<file path="config.mk">
export PLATFORM = sky130hd
export DESIGN_NAME = threshold_sweep_ctrl_flat
export DESIGN_NICKNAME = d
export VERILOG_FILES = /design/src/rtl/threshold_sweep_ctrl_if.sv /design/src/rtl/threshold_sweep_ctrl.sv /design/src/flat_wrapper.sv
export SDC_FILE = /design/constraint.sdc
export NUM_CORES = 1
export LEC_CHECK = 0
export ABC_CLOCK_PERIOD_IN_PS = 16400
export CORE_UTILIZATION = 25
export DETAILED_ROUTE_END_ITERATION = 8
export HOLD_SLACK_MARGIN = 0.12
export PLACE_DENSITY = 0.49
export SYNTH_ARGS = -nofsm -noshare
export SYNTH_HDL_FRONTEND = slang
export SYNTH_SLANG_ARGS = --single-unit
export TNS_END_PERCENT = 10
</file>
<file path="constraint.sdc">
create_clock -name clk -period 16.4 [get_ports clk]
set_input_delay 1.64 -clock clk [delete_from_list [all_inputs] [get_ports clk]]
set_output_delay 1.64 -clock clk [all_outputs]
set_load 0.01 [all_outputs]
</file>
<file path="src/rtl/threshold_sweep_ctrl_if.sv">
// Bus bundle between the pin-side controller logic and the threshold sweep
// sequencer: request/config inputs, comparator input, select lines and results.
interface threshold_sweep_ctrl_if;
   logic       start;
   logic       abort;
   logic       mode;
   logic [2:0] code_in;
   logic       cmp_in;
   logic [7:0] sel_y;
   logic [7:0] sel_n;
   logic       busy;
   logic       done;
   logic [7:0] therm;
   logic [3:0] level;
   logic       nonmono;

   modport master (
      output start, abort, mode, code_in, cmp_in,
      input  sel_y, sel_n, busy, done, therm, level, nonmono
   );

   modport slave (
      input  start, abort, mode, code_in, cmp_in,
      output sel_y, sel_n, busy, done, therm, level, nonmono
   );
endinterface

</file>
<file path="src/rtl/threshold_sweep_ctrl.sv">
// Threshold sweep sequencer: steps the one-hot threshold select through the
// requested codes, waits SETTLE_CYCLES per code, samples the synchronized
// comparator and publishes thermometer / level / monotonicity results.
module threshold_sweep_ctrl #(
   parameter int unsigned SETTLE_CYCLES = 16
) (
   input  logic                  clk,
   input  logic                  rst_n,
   threshold_sweep_ctrl_if.slave bus
);

   typedef enum logic [1:0] {IDLE, SETTLE, SAMPLE, DONE} state_t;

   localparam logic [7:0] CNT_LOAD = 8'(SETTLE_CYCLES - 1);

   state_t     state_reg, state_next;
   logic [7:0] cnt_reg, cnt_next;
   logic [2:0] cur_reg, cur_next;
   logic       mode_reg, mode_next;
   logic [7:0] wt_reg, wt_next;
   logic       load_results;

   logic       cmp_meta_reg, cmp_s_reg;

   logic [7:0] sel_y_reg, sel_y_next;
   logic       busy_reg, busy_next;
   logic       done_reg, done_next;
   logic [7:0] therm_reg;
   logic [3:0] level_reg;
   logic       nonmono_reg;

   logic [7:0] wt_final;
   logic [3:0] level_calc;
   logic [8:0] mono_mask;
   logic       nonmono_calc;

   // Working thermometer with the current sample merged in at position cur.
   generate
      for (genvar gi = 0; gi < 8; gi++) begin : g_wt_final
         assign wt_final[gi] = (cur_reg == 3'(gi)) ? cmp_s_reg : wt_reg[gi];
      end
   endgenerate

   // Result values computed from the completed thermometer word.
   always_comb begin
      level_calc = '0;
      for (int i = 0; i < 8; i++) begin
         level_calc = level_calc + {3'b000, wt_final[i]};
      end
      mono_mask    = (9'd1 << level_calc) - 9'd1;
      nonmono_calc = !mode_reg && ({1'b0, wt_final} != mono_mask);
   end

   // Two-flop synchronizer for the asynchronous comparator output.
   always_ff @(posedge clk or negedge rst_n) begin
      if (!rst_n) begin
         cmp_meta_reg <= 1'b0;
         cmp_s_reg    <= 1'b0;
      end else begin
         cmp_meta_reg <= bus.cmp_in;
         cmp_s_reg    <= cmp_meta_reg;
      end
   end

   // FSM state register plus its working datapath (counter, code, thermometer).
   always_ff @(posedge clk or negedge rst_n) begin
      if (!rst_n) begin
         state_reg <= IDLE;
         cnt_reg   <= '0;
         cur_reg   <= '0;
         mode_reg  <= 1'b0;
         wt_reg    <= '0;
      end else begin
         state_reg <= state_next;
         cnt_reg   <= cnt_next;
         cur_reg   <= cur_next;
         mode_reg  <= mode_next;
         wt_reg    <= wt_next;
      end
   end

   // Next-state logic; abort overrides both the sample capture and the advance.
   always_comb begin
      state_next   = state_reg;
      cnt_next     = cnt_reg;
      cur_next     = cur_reg;
      mode_next    = mode_reg;
      wt_next      = wt_reg;
      load_results = 1'b0;
      case (state_reg)
         IDLE: begin
            if (bus.start && !bus.abort) begin
               mode_next  = bus.mode;
               wt_next    = '0;
               cur_next   = bus.mode ? bus.code_in : 3'd0;
               cnt_next   = CNT_LOAD;
               state_next = SETTLE;
            end
         end
         SETTLE: begin
            if (bus.abort) begin
               state_next = IDLE;
            end else if (cnt_reg == 8'd0) begin
               state_next = SAMPLE;
            end else begin
               cnt_next = cnt_reg - 8'd1;
            end
         end
         SAMPLE: begin
            if (bus.abort) begin
               state_next = IDLE;
            end else begin
               wt_next = wt_final;
               if (mode_reg || (cur_reg == 3'd7)) begin
                  load_results = 1'b1;
                  state_next   = DONE;
               end else begin
                  cur_next   = cur_reg + 3'd1;
                  cnt_next   = CNT_LOAD;
                  state_next = SETTLE;
               end
            end
         end
         DONE: begin
            state_next = IDLE;
         end
         default: begin
            state_next = IDLE;
         end
      endcase
   end

   // Registered outputs are decoded from the upcoming state so they line up with it.
   always_comb begin
      busy_next  = (state_next == SETTLE) || (state_next == SAMPLE);
      sel_y_next = busy_next ? (8'd1 << cur_next) : 8'd0;
      done_next  = (state_next == DONE);
   end

   // Output and result registers; results only change on a completed measurement.
   always_ff @(posedge clk or negedge rst_n) begin
      if (!rst_n) begin
         sel_y_reg   <= '0;
         busy_reg    <= 1'b0;
         done_reg    <= 1'b0;
         therm_reg   <= '0;
         level_reg   <= '0;
         nonmono_reg <= 1'b0;
      end else begin
         sel_y_reg <= sel_y_next;
         busy_reg  <= busy_next;
         done_reg  <= done_next;
         if (load_results) begin
            therm_reg   <= wt_final;
            level_reg   <= level_calc;
            nonmono_reg <= nonmono_calc;
         end
      end
   end

   assign bus.sel_y   = sel_y_reg;
   assign bus.sel_n   = ~sel_y_reg;
   assign bus.busy    = busy_reg;
   assign bus.done    = done_reg;
   assign bus.therm   = therm_reg;
   assign bus.level   = level_reg;
   assign bus.nonmono = nonmono_reg;

endmodule

</file>
<file path="src/flat_wrapper.sv">
// flat-port wrapper written by rule: the top's interface ports become plain ports
module threshold_sweep_ctrl_flat 
#(
   parameter int unsigned SETTLE_CYCLES = 16
)
  (clk, rst_n, bus_start, bus_abort, bus_mode, bus_code_in, bus_cmp_in, bus_sel_y, bus_sel_n, bus_busy, bus_done, bus_therm, bus_level, bus_nonmono);
  threshold_sweep_ctrl_if bus_i ();
  input  logic clk;
  input  logic rst_n;
  input wire logic [$bits(bus_i.start)-1:0] bus_start;
  input wire logic [$bits(bus_i.abort)-1:0] bus_abort;
  input wire logic [$bits(bus_i.mode)-1:0] bus_mode;
  input wire logic [$bits(bus_i.code_in)-1:0] bus_code_in;
  input wire logic [$bits(bus_i.cmp_in)-1:0] bus_cmp_in;
  output wire logic [$bits(bus_i.sel_y)-1:0] bus_sel_y;
  output wire logic [$bits(bus_i.sel_n)-1:0] bus_sel_n;
  output wire logic [$bits(bus_i.busy)-1:0] bus_busy;
  output wire logic [$bits(bus_i.done)-1:0] bus_done;
  output wire logic [$bits(bus_i.therm)-1:0] bus_therm;
  output wire logic [$bits(bus_i.level)-1:0] bus_level;
  output wire logic [$bits(bus_i.nonmono)-1:0] bus_nonmono;
  assign bus_i.start = bus_start;
  assign bus_i.abort = bus_abort;
  assign bus_i.mode = bus_mode;
  assign bus_i.code_in = bus_code_in;
  assign bus_i.cmp_in = bus_cmp_in;
  assign bus_sel_y = bus_i.sel_y;
  assign bus_sel_n = bus_i.sel_n;
  assign bus_busy = bus_i.busy;
  assign bus_done = bus_i.done;
  assign bus_therm = bus_i.therm;
  assign bus_level = bus_i.level;
  assign bus_nonmono = bus_i.nonmono;
  threshold_sweep_ctrl #(.SETTLE_CYCLES(SETTLE_CYCLES)) u_core (.clk(clk), .rst_n(rst_n), .bus(bus_i));
endmodule
</file>
==> out/results.ini <==
[placement]
port_buffers=39
hpwl_um=4530
gp_congestion=0.833

[min_path]
hold_path_class=reg2reg

[clock_tree]
cts_hold_buf=0
root_buffer=clkbuf_8
cts.sinks=47
clock_latency_ns=0.30
cts_buffer_depth=2
cts_resized=0
path_clk_slew_ns=0.09
cts_tree=yes
postCtsSetupBuffers=0
h-tree-depth=2
numCtsBuffers=5

[synthesis]
synthArstFlopShare=1.00
yosysWarnings=0
synth_cell_type_count=52
synth_cells=280
synth_edf_count=0
syn_area_um2=2620
seq_area_frac_synth=0.449
ys_ff_latch=47
synth_ff_type=dfrtp_1
synth_fp_nets=305
syn_area_per_cell_um2=9.35

[sta]
tns_ns=0
rsz0062_at_grt=false
max-slew-margin-rel=0.282
fin_crit_sh=0.353
fin_skew_ns=0.00568
final.min_clock_period_ns=5.79
max_freq_mhz=173
finalHoldViolCount=0
worst_pin_slew_ns=1.08
setup_violations=0
final_max_slew_viol_count=0

[grt]
grt_usage=0.120
grt-ovfl-total=0
grt_start_max_net_pins=48
grt_pass1_wl_um=10400
grt_pass1_vias=2032
antenna_found_initial=0

[worst_setup_path]
cp-end-kind=flop
worstSetupPathType=reg2reg
worstPathMaxFanout=10
arrival_ns=5.97
cp-start-kind=flop
cp.required_ns=16.57

[power]
p_per_area_nw_per_um2=92.3
power.leakage_nw=1.45
p_int_mw=0.213
combPwrFrac=0.253
pwr-share-seq=0.413
clkPwrFrac=0.334
swShare=0.296
vdd_drop_max_mv=0.0321
power.switching_mw=0.0899

[floorplan]
dieArea_um2=10900
io_pins=40
die_x_um=104
fp.coreArea_um2=9950
die_h_um=104
initial_core_util=0.263
fp-row-count=36

[drt]
initialDrtViolationCount=76
routedWlPerCell_um=13.3
drt_pass1_iterations=4
final_antenna_net_count=0
drt-total-wl_um=6050
drc=0
num_vias=2049
vias_per_cell=4.50

[final_layout]
fillerInstances=1010
diodes=0
drive_gt1_frac=0.0652
syn2layout_area_growth_pct=25.5
final_core_utilization=0.330
nNetsFinal=346

[run]
cap_violations=0

[run_status]
run_status=completed

==> final timing paths <==
kind,startpoint,to,slack (ns),cells after the start
setup / recovery,u_core.cur_reg[0],u_core.bus.nonmono,10.61,21
hold / removal,u_core.cmp_meta_reg,u_core.cmp_s_reg,0.37,0
setup reg to reg,u_core.cur_reg[0],u_core.bus.nonmono,10.61,21
hold reg to reg,u_core.cmp_meta_reg,u_core.cmp_s_reg,0.37,0
max in group asynchronous,rst_n,u_core.wt_reg[4],14.21,1
min in group asynchronous,rst_n,u_core.state_reg[1],1.53,1
==> layout make-up <==
class / instances / area (µm²) / share of cell area
clock buffers: 5 / 68.8 / 0.0209
clock inverters: 3 / 67.6 / 0.0206
inverters: 30 / 113 / 0.0343
multi-input cells: 197 / 1300 / 0.396
flip-flops and latches: 47 / 1180 / 0.358
well taps: 133 / 166 / 0.0506
repair buffers: 40 / 393 / 0.120
==> power groups by stage <==
stage / registers (mW) / logic [mW] / clock network (mW)
global placement: 0.127 / 0.0764 / 0
finish: 0.125 / 0.0767 / 0.101
detailed placement: 0.128 / 0.0760 / 0
global route: 0.127 / 0.0870 / 0.109
floorplan: 0.127 / 0.0544 / 0
CTS: 0.125 / 0.0768 / 0.105
==> synthesized netlist by cell type, types with 3 or more instances <==
master / instances / area, µm²
or2_2: 3 / 18.8
a21oi_1: 9 / 45.0
o21ai_0: 26 / 130
a221oi_1: 3 / 26.3
nand2b_1: 3 / 18.8
xor2_1: 7 / 61.3
nand3_1: 8 / 40.0
a21o_1: 3 / 22.5
or3_1: 3 / 18.8
mux2i_1: 7 / 70.1
ha_1: 12 / 150
inv_1: 30 / 113
nor2b_1: 4 / 25.0
clkbuf_1: 4 / 15.0
xnor2_1: 3 / 26.3
nor2_1: 27 / 101
dfrtp_1: 47 / 1180
nand2_1: 39 / 146
fa_1: 4 / 80.1
==> critical path: stages, from the launching register on <==
cell	delay [ns]
dfrtp_1	0.43
inv_1	0.08
ha_1	0.23
nand2b_1	0.10
mux2i_1	0.40
inv_1	0.08
ha_1	0.33
fa_1	0.50
inv_1	0.05
fa_1	0.50
inv_1	0.06
fa_1	0.44
inv_1	0.09
fa_1	0.53
and2b_1	0.26
nand2_1	0.08
ha_1	0.35
inv_1	0.16
a221oi_1	0.30
o21ai_0	0.12
a2111oi_0	0.45
a21oi_1	0.11
==> cell families (layout without fill, tap and decap cells) <==
kind of cell,count (synthesis),after routing,synth area share
AND/OR/NAND/NOR,104,104,0.196
AO/OA/AOI/OAI,59,59,0.148
flip-flops,47,47,0.449
buffers and inverters,36,78,0.0535
adder cells (fa/ha/maj),16,16,0.0880
XOR/XNOR,10,10,0.0335
multiplexers,8,8,0.0311
==> stage by stage <==
step	std cells	instance area [µm²]	power, mW	setup slack, ns	hold WS (ns)
after floorplan	280	2620	0.181	11.07	0.331
after global placement	447	3150	0.204	10.83	0.363
after detailed placement	447	3150	0.204	10.65	0.361
after CTS	455	3290	0.307	10.62	0.383
after global routing	455	3290	0.323	10.06	0.385
final	455	3290	0.303	10.61	0.369
==> placed cells by master, fill, tap and decap left out, types with 2 or more instances in the layout <==
cell type | synthesis | routed
dfrtp_1 | 47 | 47
a21bo_2 | 2 | 2
a221oi_1 | 3 | 3
ha_1 | 12 | 12
fa_1 | 4 | 4
nor3_1 | 2 | 2
nor2_1 | 27 | 27
xnor2_1 | 3 | 3
nand2_1 | 39 | 39
or2_2 | 3 | 3
nand3_1 | 8 | 8
clkbuf_8 | 0 | 5
xor2_1 | 7 | 7
inv_1 | 30 | 30
mux2i_1 | 7 | 7
nand2b_1 | 3 | 3
nor2b_1 | 4 | 4
nor3b_1 | 2 | 2
or3_1 | 3 | 3
a211oi_1 | 2 | 2
a21oi_1 | 9 | 9
a31oi_1 | 2 | 2
o21ai_0 | 26 | 26
clkdlybuf4s50_1 | 0 | 38
a21o_1 | 3 | 3
bufinv_16 | 0 | 2
==> per-layer routing <==
layer	track usage	share of wire
met3	0.0238	0.048
met2	0.180	0.43
met5	0	0
met4	0.0378	0.021
met1	0.170	0.50
No activity file was read; power rests on OpenSTA's default activity.
